==> src/rtl/carfield_region_guard.sv <==
// carfield_region_guard: programmable address-window checker with
// lock, first-fault capture and a saturating violation counter.
module carfield_region_guard #(
  parameter int unsigned NumRegions = 8,
  parameter int unsigned AddrWidth  = 48,
  parameter int unsigned CntWidth   = 16
) (
  input  logic                 clk_i,
  input  logic                 rst_ni,
  input  logic                 cfg_valid_i,
  input  logic                 cfg_write_i,
  input  logic [7:0]           cfg_addr_i,
  input  logic [63:0]          cfg_wdata_i,
  output logic                 cfg_rvalid_o,
  output logic [63:0]          cfg_rdata_o,
  output logic                 cfg_err_o,
  input  logic                 chk_valid_i,
  output logic                 chk_ready_o,
  input  logic [AddrWidth-1:0] chk_addr_i,
  input  logic                 chk_write_i,
  output logic                 res_valid_o,
  input  logic                 res_ready_i,
  output logic                 res_allow_o,
  output logic [4:0]           res_region_o,
  output logic                 irq_o
);

  localparam logic [7:0] IdxCtrl = 8'(2 * NumRegions);
  localparam logic [7:0] IdxFa   = IdxCtrl + 8'd1;
  localparam logic [7:0] IdxSt   = IdxCtrl + 8'd2;

  logic [AddrWidth-1:0]  r_base [NumRegions];
  logic [AddrWidth-1:0]  r_size [NumRegions];
  logic                  r_en;
  logic                  r_lock;
  logic [AddrWidth-1:0]  r_faddr;
  logic                  r_fvalid;
  logic                  r_fwrite;
  logic [CntWidth-1:0]   r_cnt;
  logic                  r_cfg_rvalid;
  logic [63:0]           r_cfg_rdata;
  logic                  r_cfg_err;
  logic                  r_res_valid;
  logic                  r_res_allow;
  logic [4:0]            r_res_region;

  logic [NumRegions-1:0] w_hit;
  logic                  w_any;
  logic [4:0]            w_idx;
  logic                  w_acc;
  logic                  w_fault;
  logic                  w_wr;
  logic                  w_err;
  logic                  w_clr;
  logic                  w_ctrl_we;
  logic [NumRegions-1:0] w_base_we;
  logic [NumRegions-1:0] w_size_we;
  logic [63:0]           w_rdata;
  logic [CntWidth-1:0]   w_cnt_base;
  logic                  w_fv_base;
  logic                  w_unused;

  assign w_unused = ^cfg_wdata_i;

  // One extra bit keeps windows near the top of the space from wrapping
  always_comb begin
    w_hit = '0;
    w_idx = '0;
    for (int i = 0; i < int'(NumRegions); i++) begin
      w_hit[i] = (r_size[i] != '0)
        && (chk_addr_i >= r_base[i])
        && (({1'b0, chk_addr_i} - {1'b0, r_base[i]})
            < {1'b0, r_size[i]});
    end
    for (int i = int'(NumRegions) - 1; i >= 0; i--) begin
      if (w_hit[i]) w_idx = 5'(i);
    end
  end

  assign w_any   = |w_hit;
  assign w_acc   = chk_valid_i && chk_ready_o;
  assign w_fault = w_acc && r_en && !w_any;
  assign w_wr    = cfg_valid_i && cfg_write_i;

  always_comb begin
    w_err     = 1'b0;
    w_clr     = 1'b0;
    w_ctrl_we = 1'b0;
    w_base_we = '0;
    w_size_we = '0;
    w_rdata   = '0;
    for (int i = 0; i < int'(NumRegions); i++) begin
      if (cfg_addr_i == 8'(2 * i)) begin
        w_rdata      = 64'(r_base[i]);
        w_base_we[i] = w_wr && !r_lock;
        w_err        = w_wr && r_lock;
      end
      if (cfg_addr_i == 8'(2 * i + 1)) begin
        w_rdata      = 64'(r_size[i]);
        w_size_we[i] = w_wr && !r_lock;
        w_err        = w_wr && r_lock;
      end
    end
    if (cfg_addr_i == IdxCtrl) begin
      w_rdata = {62'd0, r_lock, r_en};
      if (w_wr) begin
        w_clr = cfg_wdata_i[2];
        if (r_lock) begin
          w_err = cfg_wdata_i[1:0] != {1'b1, r_en};
        end else begin
          w_ctrl_we = 1'b1;
        end
      end
    end
    if (cfg_addr_i == IdxFa) begin
      w_rdata = 64'(r_faddr);
      w_err   = w_wr;
    end
    if (cfg_addr_i == IdxSt) begin
      w_rdata[CntWidth-1:0] = r_cnt;
      w_rdata[32]           = r_fvalid;
      w_rdata[33]           = r_fwrite;
      w_err                 = w_wr;
    end
    if (cfg_addr_i > IdxSt) w_err = 1'b1;
  end

  // A fault in the same cycle as a clear lands on the cleared state
  assign w_cnt_base = w_clr ? '0 : r_cnt;
  assign w_fv_base  = w_clr ? 1'b0 : r_fvalid;

  always_ff @(posedge clk_i or negedge rst_ni) begin
    if (!rst_ni) begin
      for (int i = 0; i < int'(NumRegions); i++) begin
        r_base[i] <= '0;
        r_size[i] <= '0;
      end
      r_en   <= 1'b0;
      r_lock <= 1'b0;
    end else begin
      for (int i = 0; i < int'(NumRegions); i++) begin
        if (w_base_we[i]) r_base[i] <= cfg_wdata_i[AddrWidth-1:0];
        if (w_size_we[i]) r_size[i] <= cfg_wdata_i[AddrWidth-1:0];
      end
      if (w_ctrl_we) begin
        r_en   <= cfg_wdata_i[0];
        r_lock <= cfg_wdata_i[1];
      end
    end
  end

  always_ff @(posedge clk_i or negedge rst_ni) begin
    if (!rst_ni) begin
      r_faddr  <= '0;
      r_fvalid <= 1'b0;
      r_fwrite <= 1'b0;
      r_cnt    <= '0;
    end else if (w_fault) begin
      r_cnt    <= (&w_cnt_base) ? w_cnt_base
                                : w_cnt_base + CntWidth'(1);
      r_fvalid <= 1'b1;
      if (!w_fv_base) begin
        r_faddr  <= chk_addr_i;
        r_fwrite <= chk_write_i;
      end
    end else if (w_clr) begin
      r_faddr  <= '0;
      r_fvalid <= 1'b0;
      r_fwrite <= 1'b0;
      r_cnt    <= '0;
    end
  end

  always_ff @(posedge clk_i or negedge rst_ni) begin
    if (!rst_ni) begin
      r_cfg_rvalid <= 1'b0;
      r_cfg_rdata  <= '0;
      r_cfg_err    <= 1'b0;
    end else begin
      r_cfg_rvalid <= cfg_valid_i;
      r_cfg_err    <= cfg_valid_i && w_err;
      r_cfg_rdata  <= (cfg_valid_i && !cfg_write_i && !w_err)
                      ? w_rdata : '0;
    end
  end

  always_ff @(posedge clk_i or negedge rst_ni) begin
    if (!rst_ni) begin
      r_res_valid  <= 1'b0;
      r_res_allow  <= 1'b0;
      r_res_region <= '0;
    end else if (w_acc) begin
      r_res_valid  <= 1'b1;
      r_res_allow  <= !r_en || w_any;
      r_res_region <= r_en ? w_idx : '0;
    end else if (res_ready_i) begin
      r_res_valid  <= 1'b0;
    end
  end

  assign chk_ready_o  = !r_res_valid || res_ready_i;
  assign res_valid_o  = r_res_valid;
  assign res_allow_o  = r_res_allow;
  assign res_region_o = r_res_region;
  assign cfg_rvalid_o = r_cfg_rvalid;
  assign cfg_rdata_o  = r_cfg_rdata;
  assign cfg_err_o    = r_cfg_err;
  assign irq_o        = r_fvalid;

endmodule

==> config.mk <==
export PLATFORM = sky130hd
export DESIGN_NAME = carfield_region_guard
export DESIGN_NICKNAME = d
export VERILOG_FILES = /design/src/rtl/carfield_region_guard.sv
export SDC_FILE = /design/constraint.sdc
export NUM_CORES = 2
export LEC_CHECK = 0
export CAP_MARGIN = 20
export CORE_ASPECT_RATIO = 1.4
export CORE_MARGIN = 1
export CORE_UTILIZATION = 50
export DETAILED_ROUTE_END_ITERATION = 8
export MAX_ROUTING_LAYER = met4
export PLACE_DENSITY = 0.67
export SLEW_MARGIN = 0
export SYNTH_ARGS = -nofsm -noshare
export SYNTH_HDL_FRONTEND = slang
export SYNTH_SLANG_ARGS = --single-unit
export TNS_END_PERCENT = 5
==> constraint.sdc <==
create_clock -name clk_i -period 8.3 [get_ports clk_i]
set_input_delay 1.66 -clock clk_i [delete_from_list [all_inputs] [get_ports clk_i]]
set_output_delay 1.66 -clock clk_i [all_outputs]
set_load 0.05 [all_outputs]
==> run_results.csv <==
group,metric,value,unit
placed_design,dpl.hpwl,225000,µm
sta,slew_headroom,13.9,%
sta,fin_tns_setup,0,ps
clocking,clk-insertion-delay-late,760,ps
synthesis,synthesis.area,0.0687,mm²
critical_path,crit_type,"input port to register",
placed_design,finalWeightedCongestion,1.06,
global_routing,antenna_found_initial,5,
global_routing,grt_pass1_wl,404000,µm
sta,clock_skew,35.8,ps
floorplanning,die_x,315,µm
routing,drcViolationCount,43,
synthesis,synth_top_area_share,32.5,%
routing,dr.pass1.iters,9,
synthesis,yosysWarningCount,0,
global_routing,grt_pass1_vias,63900,
global_routing,grt_max_degree,147,
run,cap_violations,0,
pwr,peakVddDrop,0.142,mV
synthesis,synth_top_area_cell,"dfrtp_1",
synthesis,ys_async_sr_fraction,100,%
run_status,violations,"design-rule violations",
sta,tightest_slew,1280,ps
synthesis,yosysMostFrequentCell,"dfrtp_1",
routing,routed_wl,279000,µm
global_routing,grt_use_total,40.8,%
synthesis,synth.area.top_cells,"dfrtp_1 32%, ha_1 14%, mux2_2 5.7%",
critical_path,critPathSlowestCell,"a221o_1",
critical_path,worstPathArrival,8710,ps
synthesis,syn_inst,7919,
floorplanning,num_rows,160,
clocking,cts-buffers-inserted,97,
sta,fin_crit_sh,97.5,%
layout,syn_to_final_growth,16.7,%
clocking,root_buffer,"clkbuf_16",
sta,maxSlewViolCount,0,
critical_path,path_common_cell,"a211o_1",
run_status,status,"finished with violations",
synthesis,synth_seq_area_share,32.5,%
sta,max_freq,124,MHz
placed_design,io_buffers,167,
clocking,cts_max_level,3,
routing,postRouteAntennaNets,0,
min_path,hp-class,"register to register",
critical_path,critPathMaxStageDelay,490,ps
critical_path,cp_max_fo,29,
synthesis,synth-edff-count,0,
sta,period_needed,8100,ps
clocking,cts_tree,"yes",
routing,wire_per_inst,26.9,µm
sta,worst_hold_slack,501,ps
synthesis,synth_ff_type,"dfrtp_1",
layout,drive_gt1_share,14.9,%
layout,finalNonFillerCells,10400,
pwr,p_per_area,149,mW/mm²
critical_path,required,8910,ps
sta,setup_violations,0,
synthesis,synth_cell_types,102,
layout,fill_cells,12400,
floorplanning,die_y,441,µm
global_routing,overflow,0,
sta,hold_viol,0,
routing,via_count,64500,
clocking,clk_pin_slew,60,ps
routing,routed_via_density,6.23,
routing,drt_first_iter_violations,6375,
clocking,cts_sinks,891,
critical_path,endpoint_kind,"register",
critical_path,cp_top_family,"compound AO/OA/AOI/OAI gates",
floorplanning,start_util,50.5,%
pwr,leakage,0.0379,µW
synthesis,ys_ff_latch,891,
floorplanning,die_area,0.139,mm²
floorplanning,ios,202,
critical_path,cp-start-kind,"input port",
layout,fin_util,58.9,%
floorplanning,core-area,0.136,mm²
placed_design,dpl.cell_count,10200,
synthesis,synth_area_per_cell,8.68,µm²
critical_path,path_buf_inv,6,
synthesis,synthTopCellsByCount,"891 x dfrtp_1, 889 x inv_1, 761 x ha_1",
clocking,clk_path_buf_depth,3,
layout,nets,9392,
==> path summary, 6_finish.rpt <==
| check | depth (start not counted) | slack [ps] | to | from |
|---|---|---|---|---|
| max | 31 | 200 | r_faddr[44] | chk_addr_i[0] |
| min | 2 | 500 | res_region_o[2] | res_region_o[2] |
| max reg2reg | 30 | 1310 | r_faddr[44] | r_base[241] |
| min reg2reg | 2 | 500 | res_region_o[2] | res_region_o[2] |
| max in group asynchronous | 3 | 5580 | r_base[53] | rst_ni |
| min in group asynchronous | 1 | 900 | r_base[338] | rst_ni |
==> flip-flops by register name (all words and copies together), names as in the netlist <==
signal,flops
cfg_rvalid_o,1
r_lock,1
r_base,384
irq_o,1
r_faddr,48
cfg_rdata_o,48
r_size,384
r_cnt,16
res_allow_o,1
res_valid_o,1
r_en,1
cfg_err_o,1
r_fwrite,1
res_region_o,3
==> tightest hold or removal path, cell delays in order, from the launching register on <==
cell and delay, ps:
dfrtp_1 350, nand2_1 50, o21ai_0 60
==> timing repair <==
| item | 4_1_cts | 5_1_grt |
|---|---|---|
| gates resized for setup | 3 | 19 |
| setup buffers | 0 | 1 |
| pin swaps | 0 | 4 |
| hold buffers | 0 | 0 |
| setup endpoints to repair | 49 | 68 |
| gates cloned | 0 | 0 |
==> metal layers <==
metal	global-route usage, %	routed length (µm)
met2	66.4	132000
met4	26.7	21100
met3	4.30	18100
met1	47.8	108000
met5	-	0
==> cells in the final DEF (no fill, tap or decap), types with 23 or more instances in the layout <==
| cell | n |
|---|---|
| nand2_1 | 713 |
| a22oi_1 | 69 |
| nor4_1 | 109 |
| a222oi_1 | 117 |
| ha_1 | 761 |
| nand3_1 | 137 |
| a211o_1 | 25 |
| o31ai_1 | 27 |
| buf_12 | 25 |
| nor2b_1 | 66 |
| o21ai_0 | 726 |
| a211oi_1 | 61 |
| clkdlybuf4s50_1 | 166 |
| o21a_1 | 65 |
| and3_1 | 53 |
| dfrtp_1 | 891 |
| nand4_1 | 164 |
| inv_1 | 888 |
| o22ai_1 | 31 |
| nor2_1 | 294 |
| o211ai_1 | 38 |
| mux2_2 | 348 |
| a31oi_1 | 88 |
| buf_4 | 631 |
| nand2b_1 | 54 |
| a21o_1 | 274 |
| o21bai_1 | 84 |
| clkbuf_16 | 97 |
| nor3_1 | 76 |
| a221oi_1 | 65 |
| xor2_1 | 109 |
| a22o_1 | 51 |
| and4_1 | 23 |
| xnor2_1 | 244 |
| a21oi_1 | 539 |
==> cell type report <==
class	count	area, µm²	share of cell area (%)
well taps	1782	2230	2.78
clock buffers	133	2750	3.43
multi-input cells	5793	42000	52.4
flip-flops and latches	891	22300	27.8
diodes	9	22.5	0.0281
inverters	889	3340	4.17
repair buffers	824	6930	8.64
clock inverters	41	599	0.748
==> through the flow <==
step	area (µm²)	worst slack, ps	total power (µW)
2_1_floorplan	68800	930	6150
3_3_place_gp	76700	-846	7200
3_5_place_dp	76700	-878	7230
4_1_cts	80000	61.6	11900
5_1_grt	80100	-33.1	12300
6_report	80100	204	11900
==> logic make-up after synthesis <==
group | share of synthesized area [%]
buf+inv | 7.02
xor+xnor | 4.50
compound gates | 23.3
flops | 32.5
mux | 5.81
simple gates | 12.9
other cells | 0.00546
fa+ha+maj | 14.1
==> where the power goes <==
| part | leakage [µW] | internal (µW) | switching, µW |
|---|---|---|---|
| clock | 0.00165 | 2720 | 1970 |
| sequential | 0.0103 | 4490 | 164 |
| combinational | 0.0259 | 1030 | 1530 |
| total | 0.0379 | 8240 | 3670 |
Power figures use the tool's default switching activity.
